`src/rtl/ara_eoc_monitor.sv`:
```
// ara_eoc_monitor: end-of-computation monitor for the simulation harness.
//
// Watches NrChannels tohost exit words and latches the first report of each
// channel. The run ends when every channel has reported, on the first nonzero
// code (StopOnFail), or when the watchdog expires. An optional drain window
// follows before the merged verdict is published.
//
// Ports:
//   clk_i        clock
//   rst_i        asynchronous, active-high reset
//   exit_i       NrChannels x {code[62:0], valid}; channel c at [c*64 +: 64]
//   exit_o       merged verdict {code, 1'b1} in DONE, 0 otherwise
//   done_o       high in DONE
//   fail_o       high in DONE when the verdict code is nonzero
//   timeout_o    high in DONE when the watchdog ended the run
//   reported_o   sticky per-channel "report latched"
//   fail_chan_o  lowest-index failing channel, meaningful while fail_o is high
//   cycle_cnt_o  RUN cycle count, saturating at all-ones

// Per-channel report latch. Captures the first valid exit word seen while
// run is high and ignores everything after that.
//   clk_i/rst_i  clock and asynchronous active-high reset
//   run          monitor is in RUN
//   exit_word    raw {code, valid} word for this channel
//   reported     report latched (registered)
//   rep_now      reported, including a report arriving this cycle
//   code_now     latched code, or this cycle's code when it is being latched
module ara_eoc_chan (
    input  logic        clk_i,
    input  logic        rst_i,
    input  logic        run,
    input  logic [63:0] exit_word,
    output logic        reported,
    output logic        rep_now,
    output logic [62:0] code_now
);
    logic [62:0] code_q;
    logic        take;

    assign take     = run & exit_word[0] & ~reported;
    assign rep_now  = reported | take;
    assign code_now = take ? exit_word[63:1] : code_q;

    always_ff @(posedge clk_i or posedge rst_i) begin
        if (rst_i) begin
            reported <= 1'b0;
            code_q   <= '0;
        end else if (take) begin
            reported <= 1'b1;
            code_q   <= exit_word[63:1];
        end
    end
endmodule

module ara_eoc_monitor #(
    parameter int NrChannels    = 1,
    parameter int TimeoutCycles = 0,
    parameter int DrainCycles   = 0,
    parameter int StopOnFail    = 1,
    localparam int FW = (NrChannels > 1) ? $clog2(NrChannels) : 1
) (
    input  logic                      clk_i,
    input  logic                      rst_i,
    input  logic [64*NrChannels-1:0]  exit_i,
    output logic [63:0]               exit_o,
    output logic                      done_o,
    output logic                      fail_o,
    output logic                      timeout_o,
    output logic [NrChannels-1:0]     reported_o,
    output logic [FW-1:0]             fail_chan_o,
    output logic [63:0]               cycle_cnt_o
);
    typedef enum logic [1:0] {RUN, DRAIN, DONE} state_e;

    localparam logic [15:0] DRAIN_LOAD = (DrainCycles > 0) ? 16'(DrainCycles - 1) : 16'd0;
    localparam logic [63:0] TMO_LAST   = 64'(TimeoutCycles) - 64'd1;

    state_e                         state_q, state_d;
    logic [15:0]                    drain_q, drain_d;
    logic [63:0]                    cnt_q;
    logic [62:0]                    code_q;
    logic                           tmo_q;
    logic [FW-1:0]                  fch_q;

    logic [NrChannels-1:0]          rep_q, rep_now;
    logic [NrChannels-1:0][62:0]    code_now;
    logic                           run;

    assign run = (state_q == RUN);

    for (genvar c = 0; c < NrChannels; c++) begin : g_chan
        ara_eoc_chan u_chan (
            .clk_i     (clk_i),
            .rst_i     (rst_i),
            .run       (run),
            .exit_word (exit_i[c*64 +: 64]),
            .reported  (rep_q[c]),
            .rep_now   (rep_now[c]),
            .code_now  (code_now[c])
        );
    end

    // Lowest-index channel with a nonzero code, this cycle's reports included.
    logic          found;
    logic [FW-1:0] fidx;
    logic [62:0]   fcode;

    always_comb begin
        found = 1'b0;
        fidx  = '0;
        fcode = '0;
        for (int c = 0; c < NrChannels; c++) begin
            if (!found && rep_now[c] && (code_now[c] != '0)) begin
                found = 1'b1;
                fidx  = FW'(c);
                fcode = code_now[c];
            end
        end
    end

    // Report-driven endings take priority over the watchdog in the same cycle.
    logic rep_end, to_hit, run_end;

    assign rep_end = (&rep_now) | ((StopOnFail != 0) & found);
    assign to_hit  = (TimeoutCycles != 0) && (cnt_q == TMO_LAST);
    assign run_end = rep_end | to_hit;

    always_comb begin
        state_d = state_q;
        drain_d = drain_q;
        case (state_q)
            RUN: begin
                if (run_end) begin
                    if (DrainCycles == 0) begin
                        state_d = DONE;
                    end else begin
                        state_d = DRAIN;
                        drain_d = DRAIN_LOAD;
                    end
                end
            end
            DRAIN: begin
                if (drain_q == '0) state_d = DONE;
                else               drain_d = drain_q - 16'd1;
            end
            DONE:    state_d = DONE;
            default: state_d = RUN;
        endcase
    end

    always_ff @(posedge clk_i or posedge rst_i) begin
        if (rst_i) begin
            state_q <= RUN;
            drain_q <= '0;
            cnt_q   <= '0;
            code_q  <= '0;
            tmo_q   <= 1'b0;
            fch_q   <= '0;
        end else begin
            state_q <= state_d;
            drain_q <= drain_d;
            if (run && (cnt_q != '1)) cnt_q <= cnt_q + 64'd1;
            // Verdict is frozen at the cycle the run ends.
            if (run && run_end) begin
                tmo_q  <= ~rep_end;
                code_q <= rep_end ? fcode : '1;
                fch_q  <= rep_end ? fidx : '0;
            end
        end
    end

    assign done_o      = (state_q == DONE);
    assign exit_o      = done_o ? {code_q, 1'b1} : '0;
    assign fail_o      = done_o & (code_q != '0);
    assign timeout_o   = done_o & tmo_q;
    assign fail_chan_o = fail_o ? fch_q : '0;
    assign reported_o  = rep_q;
    assign cycle_cnt_o = cnt_q;
endmodule

```
`config.mk`:
```
export PLATFORM = sky130hd
export DESIGN_NAME = ara_eoc_monitor
export DESIGN_NICKNAME = d
export VERILOG_FILES = /design/src/rtl/ara_eoc_monitor.sv
export SDC_FILE = /design/constraint.sdc
export NUM_CORES = 1
export LEC_CHECK = 0
export CORE_ASPECT_RATIO = 1.25
export CORE_UTILIZATION = 54
export DETAILED_ROUTE_END_ITERATION = 16
export PLACE_DENSITY = 0.86
export SYNTH_ARGS = -nofsm -noshare
export SYNTH_HDL_FRONTEND = slang
export SYNTH_SLANG_ARGS = --single-unit
```
`constraint.sdc`:
```
create_clock -name clk_i -period 14.3 [get_ports clk_i]
set_input_delay 4.29 -clock clk_i [delete_from_list [all_inputs] [get_ports clk_i]]
set_output_delay 4.29 -clock clk_i [all_outputs]
set_load 0.05 [all_outputs]
```
==> results.json <==
{
  "num_vias": 5793,
  "drive_above_1_share_pct": 21.9,
  "clock_skew_ns": 0.00767,
  "nets": 905,
  "synth_enable_flop_cells": 0,
  "power_switching_uw": 324,
  "htree_levels": 4,
  "startpoint_type": "register",
  "peakVddDrop_v": 0.0000794,
  "ys_ff_latch": 193,
  "yosysSeqAreaShare_pct": 56.9,
  "clock-sinks": 193,
  "cp.required_ns": 10.01,
  "r2r_cells": 6,
  "switching_share_pct": 24.8,
  "layout.cells.most_common_list": "clkdlybuf4s50_1, dfrtp_1, mux2_2",
  "p_seq_share_pct": 45.5,
  "power_density_nw_per_um2": 115,
  "place_area_um2": 10600,
  "first_pass_iters": 4,
  "reg2reg_setup_slack_ns": 11.41,
  "status": "finished clean",
  "io_pins": 199,
  "clkLatencyLatePin_ns": 0.43,
  "timing.rr.end": "code_q[23]",
  "min_path_type": "reg -> reg",
  "gp_congestion": 0.820,
  "die_height_um": 142,
  "grt_pass1_wl_um": 31300,
  "max_stage_delay_ns": 0.70,
  "ant_nets": 0,
  "cp-endpoint": "fail_o",
  "min_period_over_period_pct": 48.6,
  "final_cell_area_um2": 11300,
  "areaGrowthSynthToFinish_pct": 33.3,
  "die_x_um": 114,
  "highest_layer": "met4",
  "hpwl_um": 13300,
  "worstSetupStartpoint": "code_q[55]",
  "grt_max_degree": 123,
  "grt_remaining_overflow": 0,
  "cts_resized": 0,
  "dieArea_um2": 16200,
  "cts_buffers": 17,
  "grt_pass1_vias": 6105,
  "postCtsHoldBufs": 0,
  "critPathSlowestCell": "clkdlybuf4s50_1",
  "drc_errors": 0,
  "placedCellCount": 1027,
  "max-cap-violations": 0,
  "min_period_ns": 6.96,
  "n_antenna_cell": 0,
  "routed_wirelength_um": 19500,
  "tightest_slew_ns": 1.03,
  "wl_met1_um": 7830,
  "r2r-start": "state_q[1]",
  "share_comb_of_total_power_pct": 13.4,
  "io_buffers": 197,
  "clkPwrFrac_pct": 41.2,
  "synth_warnings": 0,
  "final_common_cell": "clkdlybuf4s50_1",
  "rsz0062_at_grt": "no",
  "critPathCaptureType": "output pin",
  "route.met3.wl_um": 943,
  "grt_use_total_pct": 25.1,
  "antenna_found_initial": 0,
  "critical_path.max_fanout": 3,
  "via_per_inst": 5.47,
  "start_util_pct": 56.0,
  "postCtsSetupRepairBufs": 0,
  "setup_tns_ns": 0,
  "setup.worst_path.class": "reg -> out",
  "cts_buffer_depth": 2,
  "wl_per_cell_um": 18.4,
  "fin_cells": 1059,
  "finalSetupViolCount": 0,
  "syn-cell-area_um2": 8480,
  "total_power_mw": 1.30,
  "dr_wl_met2_um": 10200,
  "fp-row-count": 50,
  "p_int_uw": 980,
  "core_area_um2": 15100,
  "crit_arrival_ns": 2.67,
  "maxSlewViolCount": 0,
  "p_leak_nw": 4.97,
  "max_slew_margin_pct": 31.2,
  "timing.fmax_ghz": 0.144,
  "clkSlewWorstSetupHoldPaths_ns": 0.07,
  "cts_tree": "done",
  "syn_inst": 646,
  "synth_nets": 713,
  "syn_avg_cell_area_um2": 13.1,
  "cts-root-buf": "clkbuf_16",
  "hold_viol_final": 0,
  "yosysUniqueCellTypes": 49,
  "drtIter0Drc": 248,
  "synth_flop_cell": "dfrtp_1",
  "crit_chain": "nor4_1 -> nand4_1 -> o41a_1 -> clkdlybuf4s50_1",
  "async_flop_share_pct": 100
}
==> per-stage QoR <==
step	util (%)	setup slack, ns	hold slack [ns]
CTS	74.7	7.30	0.496
floorplan	-	4.75	0.445
global placement	70.2	7.74	0.463
finish	74.7	7.34	0.494
detailed placement	70.2	7.78	0.476
global route	74.7	7.21	0.504
==> power groups by stage <==
stage | Sequential (mW) | Combinational, mW | Clock (mW)
global route | 0.596 | 0.185 | 0.563
CTS | 0.593 | 0.176 | 0.545
global placement | 0.600 | 0.172 | 0
floorplan | 0.598 | 0.111 | 0
finish | 0.593 | 0.175 | 0.537
detailed placement | 0.603 | 0.175 | 0
==> worst min-delay path by stage <==
stage               slack (ns)                           to                         from  cells after the start
CTS                       0.50                        tmo_q                        tmo_q                      1
finish                    0.49  g_chan[0].u_chan.code_q[44]  g_chan[0].u_chan.code_q[44]                      1
global placement          0.46                        tmo_q                        tmo_q                      1
global route              0.50  g_chan[0].u_chan.code_q[40]  g_chan[0].u_chan.code_q[40]                      1
floorplan                 0.44                        tmo_q                        tmo_q                      1
detailed placement        0.48                        tmo_q                        tmo_q                      1
==> cells by family after synthesis <==
family                     synth area share [%]
AOI/OAI and AO/OA                          1.12
xor gates and xnor gates                   6.40
adders and majority gates                 0.147
buffers and inverters                      1.70
DFF                                        56.9
muxes                                      16.7
other                                    0.0442
and+or+nand+nor                            16.9
==> state kept, by name (all words and copies together), names as in the netlist <==
name,count
code_q,63
g_chan.u_chan.reported,1
g_chan.u_chan.code_q,63
tmo_q,1
cycle_cnt_o,64
state_q,1
==> layer usage <==
| layer | track usage, % | vias up |
|---|---|---|
| met2 | 44.4 | 162 |
| met4 | 10.7 | 0 |
| met3 | 5.45 | 29 |
| met1 | 29.5 | 2923 |
| li1 | - | 2679 |
| met5 | 0 | - |
==> worst max-delay path: cells and delay by family, from the launching register on <==
kind	cells	cell delay, ns
buffers and inverters	1	0.70
flip-flops	1	0.40
AO/OA/AOI/OAI	1	0.40
AND/OR/NAND/NOR	2	0.74
==> cells in the mapped netlist (3+ instances only) <==
master | count | area (um2)
nand2_1 | 21 | 78.8
nand3_1 | 21 | 105
nand3_2 | 3 | 30.0
nor2_1 | 9 | 33.8
and3_1 | 8 | 50.1
dfrtp_1 | 193 | 4830
xnor2_1 | 45 | 394
buf_4 | 3 | 22.5
nand2b_1 | 3 | 18.8
and4_1 | 12 | 105
xor2_1 | 17 | 149
clkbuf_1 | 18 | 67.6
nor3_1 | 7 | 35.0
inv_1 | 3 | 11.3
nand4_1 | 31 | 194
mux2_2 | 126 | 1420
and2_1 | 69 | 432
buf_1 | 4 | 15.0
nor4_1 | 19 | 119
==> cell type report <==
cell class              count  area, um2
flip-flops and latches    193       4830
fillers                  1037       3830
multi-input cells         422       3520
repair buffers            201       2000
clock buffers              17        425
well taps                 208        260
clock inverters            15        253
inverters                   3       18.8
(Power assumes the default switching activity.)
